$ cat config.mk
export PLATFORM = sky130hd
export DESIGN_NAME = pipelined_chunk_adder
export DESIGN_NICKNAME = d
export VERILOG_FILES = /design/src/rtl/pipelined_chunk_adder.sv
export SDC_FILE = /design/constraint.sdc
export NUM_CORES = 1
export LEC_CHECK = 0
export ABC_CLOCK_PERIOD_IN_PS = 3800
export CAP_MARGIN = 30
export CORE_MARGIN = 3
export CORE_UTILIZATION = 57
export CTS_BUF_LIST = sky130_fd_sc_hd__clkbuf_4 sky130_fd_sc_hd__clkbuf_8
export DETAILED_ROUTE_END_ITERATION = 6
export GPL_TIMING_DRIVEN = 0
export PLACE_DENSITY = 0.87
export SKIP_CTS_REPAIR_TIMING = 1
export SLEW_MARGIN = 20
export SYNTH_ARGS = -nofsm -noshare
export SYNTH_HDL_FRONTEND = slang
export SYNTH_SLANG_ARGS = --single-unit
$ cat constraint.sdc
create_clock -name clk -period 3.8 [get_ports clk]
set_clock_uncertainty 0.05 [all_clocks]
set_input_delay 0.76 -clock clk [delete_from_list [all_inputs] [get_ports clk]]
set_output_delay 0.76 -clock clk [all_outputs]
set_load 0.005 [all_outputs]
$ cat src/rtl/pipelined_chunk_adder.sv
`default_nettype none
// ============================================================================
// Module   : pipelined_chunk_adder
// Purpose  : WIDTH-bit add/subtract split into CHUNK-bit ripple segments, one
//            segment per pipeline stage, carries registered between stages.
//            valid/ready handshake on both sides with full backpressure.
// Ports    : clk        - clock, rising edge
//            rst        - synchronous active-high reset
//            in_valid   - operation offered
//            in_ready   - block can accept (combinational)
//            a, b       - operands, WIDTH bits
//            cin        - carry-in for add (ignored for subtract)
//            sub        - 0: a+b+cin, 1: a-b
//            out_valid  - result presented
//            out_ready  - consumer accepts result
//            sum        - result, WIDTH bits
//            cout       - carry out of MSB (1 = no borrow for subtract)
//            ovf        - two's-complement overflow
// Revision : 1.0 - initial release
// ============================================================================
module pipelined_chunk_adder #(
  parameter int WIDTH = 11,
  parameter int CHUNK = 4
) (
  input  logic             clk,
  input  logic             rst,
  input  logic             in_valid,
  output logic             in_ready,
  input  logic [WIDTH-1:0] a,
  input  logic [WIDTH-1:0] b,
  input  logic             cin,
  input  logic             sub,
  output logic             out_valid,
  input  logic             out_ready,
  output logic [WIDTH-1:0] sum,
  output logic             cout,
  output logic             ovf
);

  localparam int STAGES = (WIDTH + CHUNK - 1) / CHUNK;
  localparam int LAST   = WIDTH - (STAGES - 1) * CHUNK;
  localparam int LS     = STAGES - 1;

  // Per-stage inputs (from ports for stage 0, from the previous stage's
  // registers otherwise) and per-stage registered state.
  logic             w_vin  [STAGES];
  logic             w_cin  [STAGES];
  logic [WIDTH-1:0] w_opa  [STAGES];
  logic [WIDTH-1:0] w_opb  [STAGES];
  logic [WIDTH-1:0] w_prev [STAGES];
  logic [CHUNK:0]   w_add  [STAGES];
  logic [WIDTH-1:0] w_psum [STAGES];

  logic             r_v    [STAGES];
  logic             r_c    [STAGES];
  logic [WIDTH-1:0] r_opa  [STAGES];
  logic [WIDTH-1:0] r_opb  [STAGES];
  logic [WIDTH-1:0] r_sum  [STAGES];
  logic             r_ovf;

  logic             w_adv;
  logic             w_ovf;

  // The whole pipeline moves as one: it only stops when a result is being
  // presented and the consumer refuses it.
  assign w_adv    = !r_v[LS] || out_ready;
  // Reset discards everything in flight, so inputs are never blocked then.
  assign in_ready = w_adv || rst;

  for (genvar i = 0; i < STAGES; i++) begin : g_stage
    localparam int CW = (i == STAGES - 1) ? LAST : CHUNK;

    if (i == 0) begin : g_src_port
      assign w_vin[i]  = in_valid;
      assign w_cin[i]  = sub | cin;
      assign w_opa[i]  = a;
      assign w_opb[i]  = sub ? ~b : b;
      assign w_prev[i] = '0;
    end else begin : g_src_reg
      assign w_vin[i]  = r_v[i-1];
      assign w_cin[i]  = r_c[i-1];
      assign w_opa[i]  = r_opa[i-1];
      assign w_opb[i]  = r_opb[i-1];
      assign w_prev[i] = r_sum[i-1];
    end

    // Operands are kept right-aligned: the active chunk is always the low
    // CHUNK bits. Zeros shifted in above the MSB mean that in a short last
    // chunk the carry out of bit WIDTH-1 lands in sum bit CW of the adder.
    assign w_add[i]  = {1'b0, w_opa[i][CHUNK-1:0]}
                     + {1'b0, w_opb[i][CHUNK-1:0]}
                     + {{CHUNK{1'b0}}, w_cin[i]};
    // Bits above the already-computed chunks are still zero, so OR inserts.
    assign w_psum[i] = w_prev[i] | (WIDTH'(w_add[i][CW-1:0]) << (i * CHUNK));

    always_ff @(posedge clk) begin
      if (rst) begin
        r_v[i]   <= 1'b0;
        r_c[i]   <= 1'b0;
        r_sum[i] <= '0;
      end else if (w_adv) begin
        r_v[i] <= w_vin[i];
        // Data only updates for real operations, so idle outputs stay quiet.
        if (w_vin[i]) begin
          r_c[i]   <= w_add[i][CW];
          r_sum[i] <= w_psum[i];
          r_opa[i] <= w_opa[i] >> CHUNK;
          r_opb[i] <= w_opb[i] >> CHUNK;
        end
      end
    end
  end

  // Carry into the MSB recovered as a^b^s at that bit, XORed with carry out.
  assign w_ovf = w_opa[LS][LAST-1] ^ w_opb[LS][LAST-1]
               ^ w_add[LS][LAST-1] ^ w_add[LS][LAST];

  always_ff @(posedge clk) begin
    if (rst) begin
      r_ovf <= 1'b0;
    end else if (w_adv && w_vin[LS]) begin
      r_ovf <= w_ovf;
    end
  end

  assign out_valid = r_v[LS];
  assign sum       = r_sum[LS];
  assign cout      = r_c[LS];
  assign ovf       = r_ovf;

endmodule
`default_nettype wire

==> summary.md <==
| Metric | Value |
|---|---|
| Crit path time final | slightly below 3000 ps |
| Area Overhead vs Synth | 26.7% |
| Final #Nets | between 200 and 250 |
| PwrDens | 410 nW/um^2 |
| Yosys cell types | 23 |
| Die height | about 70 um |
| Ratio of cells with drive above 1 in the final layout | 6.28% |
| Post-synth EDFFs | 49 |
| Int Power | between 0.9 and 1 mW |
| Syn Nets | about 200 |
| Static leakage | about 1.1 nW |
| Combinational Power Share | between 10% and 20% |
| Die Footprint | about 4700 sq um |
| Sw Ratio | a little over a fifth |
| Critical Path AT | 2130 ps |
| DR vias | 1210 |
| Slew headroom | between 60% and 70% |
| Critical path peak fanout | 7 |
| Crit-path cells | clkdlybuf4s50_1 -> nand2b_4 -> nand2b_1 -> clkdlybuf4s50_1 |
| Post-Place Cells | around 250 |
| # setup viols final | 0 |
| # clock sinks | 50 |
| Fill count | approximately 220 |
| Largest net degree at the start of global routing | 17 |
| Number of synthesized register bits | 50 |
| WL/cell | around 12 um |
| Fin crit share | slightly below 80% |
| Vias/cell | 4.75 |
| RR Startpoint | r_opb[0][0]$_DFFE_PP_ |
| Root buf cell | clkbuf_8 |
| Psw | between 0.2 and 0.25 mW |
| Max Slew Vio Count | 0 |
| Average size of a mapped cell | around 14 sq um |
| Final std cells w/o fill | between 200 and 300 |
| Critical path required time | 2990 ps |
| Synth warnings | 0 |
| Final wirelength | slightly below 3000 um |
| Met1 wire length | 1080 um |
| CP max stage delay | around 540 ps |
| Iteration-0 DRC count of the detailed router | 52 |
| Worst-margin pin slew | 535 ps |
| Area leader, netlist | edfxtp_1 |
| Die Wd | 68.5 um |
| Async S/R FF share, synth | 0% |
| GP Congestion | between 0.7 and 0.8 |
| DR DRC count | 0 |
| First-pass GRT wire length | 4960 um |
| WL met3 | around 240 um |
| Post-Syn Area | 2230 sq um |
| Top-level port count | 43 |
| Met2 WL post-DR | ~1600 um |
| CP Class | input port to output pin |
| Worst-skew pair later-pin latency | 300 ps |
| Cts bufs inserted | 5 |
| Pre-antenna DRT Iters | 4 |
| Initial antenna violation count | 0 |
| Hold Path Class | register to register |
| Sequential Area | around 1500 sq um |
| CTS clk-pin slew, worst paths | roughly 80 ps |
| Worst R2R End | r_c[1]$_DFFE_PP_ |
| Hold Path Cell Cnt | 0 |
| Hold path endpoint | r_opa[0][8]$_DFFE_PP_ |
| Max Used Layer | met4 |
| Max Cap Viol | 0 |
| R2R Setup Slk | 1980 ps |
| Slowest cell on the critical path | clkdlybuf4s50_1 |
| Cells after Synth | roughly 160 |
| Core ar. | roughly 3700 sq um |
| Initial Utilization | between 50% and 60% |
| Final Hold Violating Endpoints | 0 |
| # rows | 22 |
| HP Start | r_opa[0][5]$_DFFE_PP_ |
| Vias in the first global route | roughly 1200 |
| Reg power frac | between 50% and 60% |
| CTS max path bufs | 2 |
| Most common cell in the netlist | edfxtp_1 |
| Seq/Total Area, Yosys | between 60% and 70% |
| Worst path most repeated cell | clkdlybuf4s50_1 |
| Status | completed |
| H-tree depth | 2 |
| Area share of the largest cell type after synthesis | between 60% and 70% |
| Clock network fraction of total power | about a third |
| Fin util | between 70% and 80% |
| Multi-input logic area | ~650 sq um |
| Top FF cell, synth | edfxtp_1 |
| Crit path launch type | input port |
| CTS tree | yes |
| Dpl hpwl | roughly 2500 um |
| CP endpoint kind | output pin |
| Worst reg2reg path depth | 6 |
| RSZ-0062 raised after global routing | false |
| Port Buf Inserts | 42 |
| Setup TNS | 0 ps |
| Tot Pwr | 1.16 mW |
| Fmax | 0.340 GHz |
| VDD IR max | 0.000308 V |
| Diode count | 0 |
| Gr usage total | between 10 and 15% |
| Top post-synthesis cells by area | edfxtp_1 66%, fa_1 5.4%, ha_1 4.5% |
| Post-synth top cells | 49 x edfxtp_1, 20 x inv_1, 15 x and2_1, 11 x nor2_1, 11 x xor2_1 |
| Post-DRT Antenna Nets | 0 |
| Grt ovf | 0 |
==> layout make-up <==
class | count | share of cell area, %
multi-input combinational | 85 | 23.1
clock buffer | 5 | 2.44
inverter | 21 | 2.79
buffer | 1 | 0.177
tap | 48 | 2.13
timing repair buffer | 42 | 14.9
clock inverter | 3 | 1.60
sequential | 50 | 52.9
==> state kept, by name, indices dropped and copies added (netlist names) <==
name / count
ovf: 1
r_c: 3
r_opa: 10
r_opb: 10
r_sum: 23
r_v: 3
==> cell usage in the layout, fill, tap and decap left out, types with 3 or more instances in the layout <==
cell             Yosys  final
edfxtp_1            49     49
clkdlybuf4s50_1      0     42
inv_1               20     20
and2_1              15     15
nor2_1              11     11
xor2_1              11     11
nand2_1              8      8
ha_1                 8      8
fa_1                 6      6
a21oi_1              5      5
clkbuf_8             0      5
nor2b_1              4      4
xnor2_1              3      3
o21ai_0              3      3
nor3_1               3      3
==> cells by family after synthesis <==
family	Yosys count	synth area share [%]
fa+ha+maj	14	9.89
simple gates	46	11.0
xor+xnor	14	5.51
buf+inv	22	3.76
flops	50	67.0
compound gates	11	2.92
==> worst max path at each step <==
stage | startpoint | end | slack, ps | cells past startpoint
final | out_ready | in_ready | 860 | 4
after global placement | sub | r_c[0]$_DFFE_PP_ | 740 | 10
after global routing | out_ready | in_ready | 780 | 4
after CTS | out_ready | in_ready | 840 | 4
after detailed placement | sub | r_c[0]$_DFFE_PP_ | 610 | 10
after floorplan | sub | r_c[0]$_DFFE_PP_ | 1390 | 9
==> power groups by stage <==
stage	combinational (mW)	clock [mW]	sequential (mW)
2_1_floorplan	0.0721	0	0.667
3_3_place_gp	0.132	0	0.666
3_5_place_dp	0.141	0	0.668
4_1_cts	0.141	0.370	0.655
5_1_grt	0.156	0.403	0.658
6_report	0.139	0.364	0.655
==> worst max-delay path: cells and delay by family <==
kind	cells	cell delay [ps]
buffers and inverters	2	1000
AND/OR/NAND/NOR	2	370
==> through the flow <==
step / hold WS [ps] / instance area (sq um) / setup WS (ps)
3_5_place_dp: 357 / 2710 / 611
2_1_floorplan: 350 / 2230 / 1390
6_report: 375 / 2820 / 860
4_1_cts: 378 / 2820 / 844
5_1_grt: 389 / 2820 / 776
3_3_place_gp: 353 / 2710 / 742
==> routing by layer <==
| layer | GRT usage (%) | up-vias |
|---|---|---|
| met4 | 3.72 | 0 |
| li1 | - | 625 |
| met5 | 0 | - |
| met3 | 5.67 | 4 |
| met1 | 15.7 | 536 |
| met2 | 27.8 | 45 |
No activity file was read; power rests on OpenSTA's default activity.
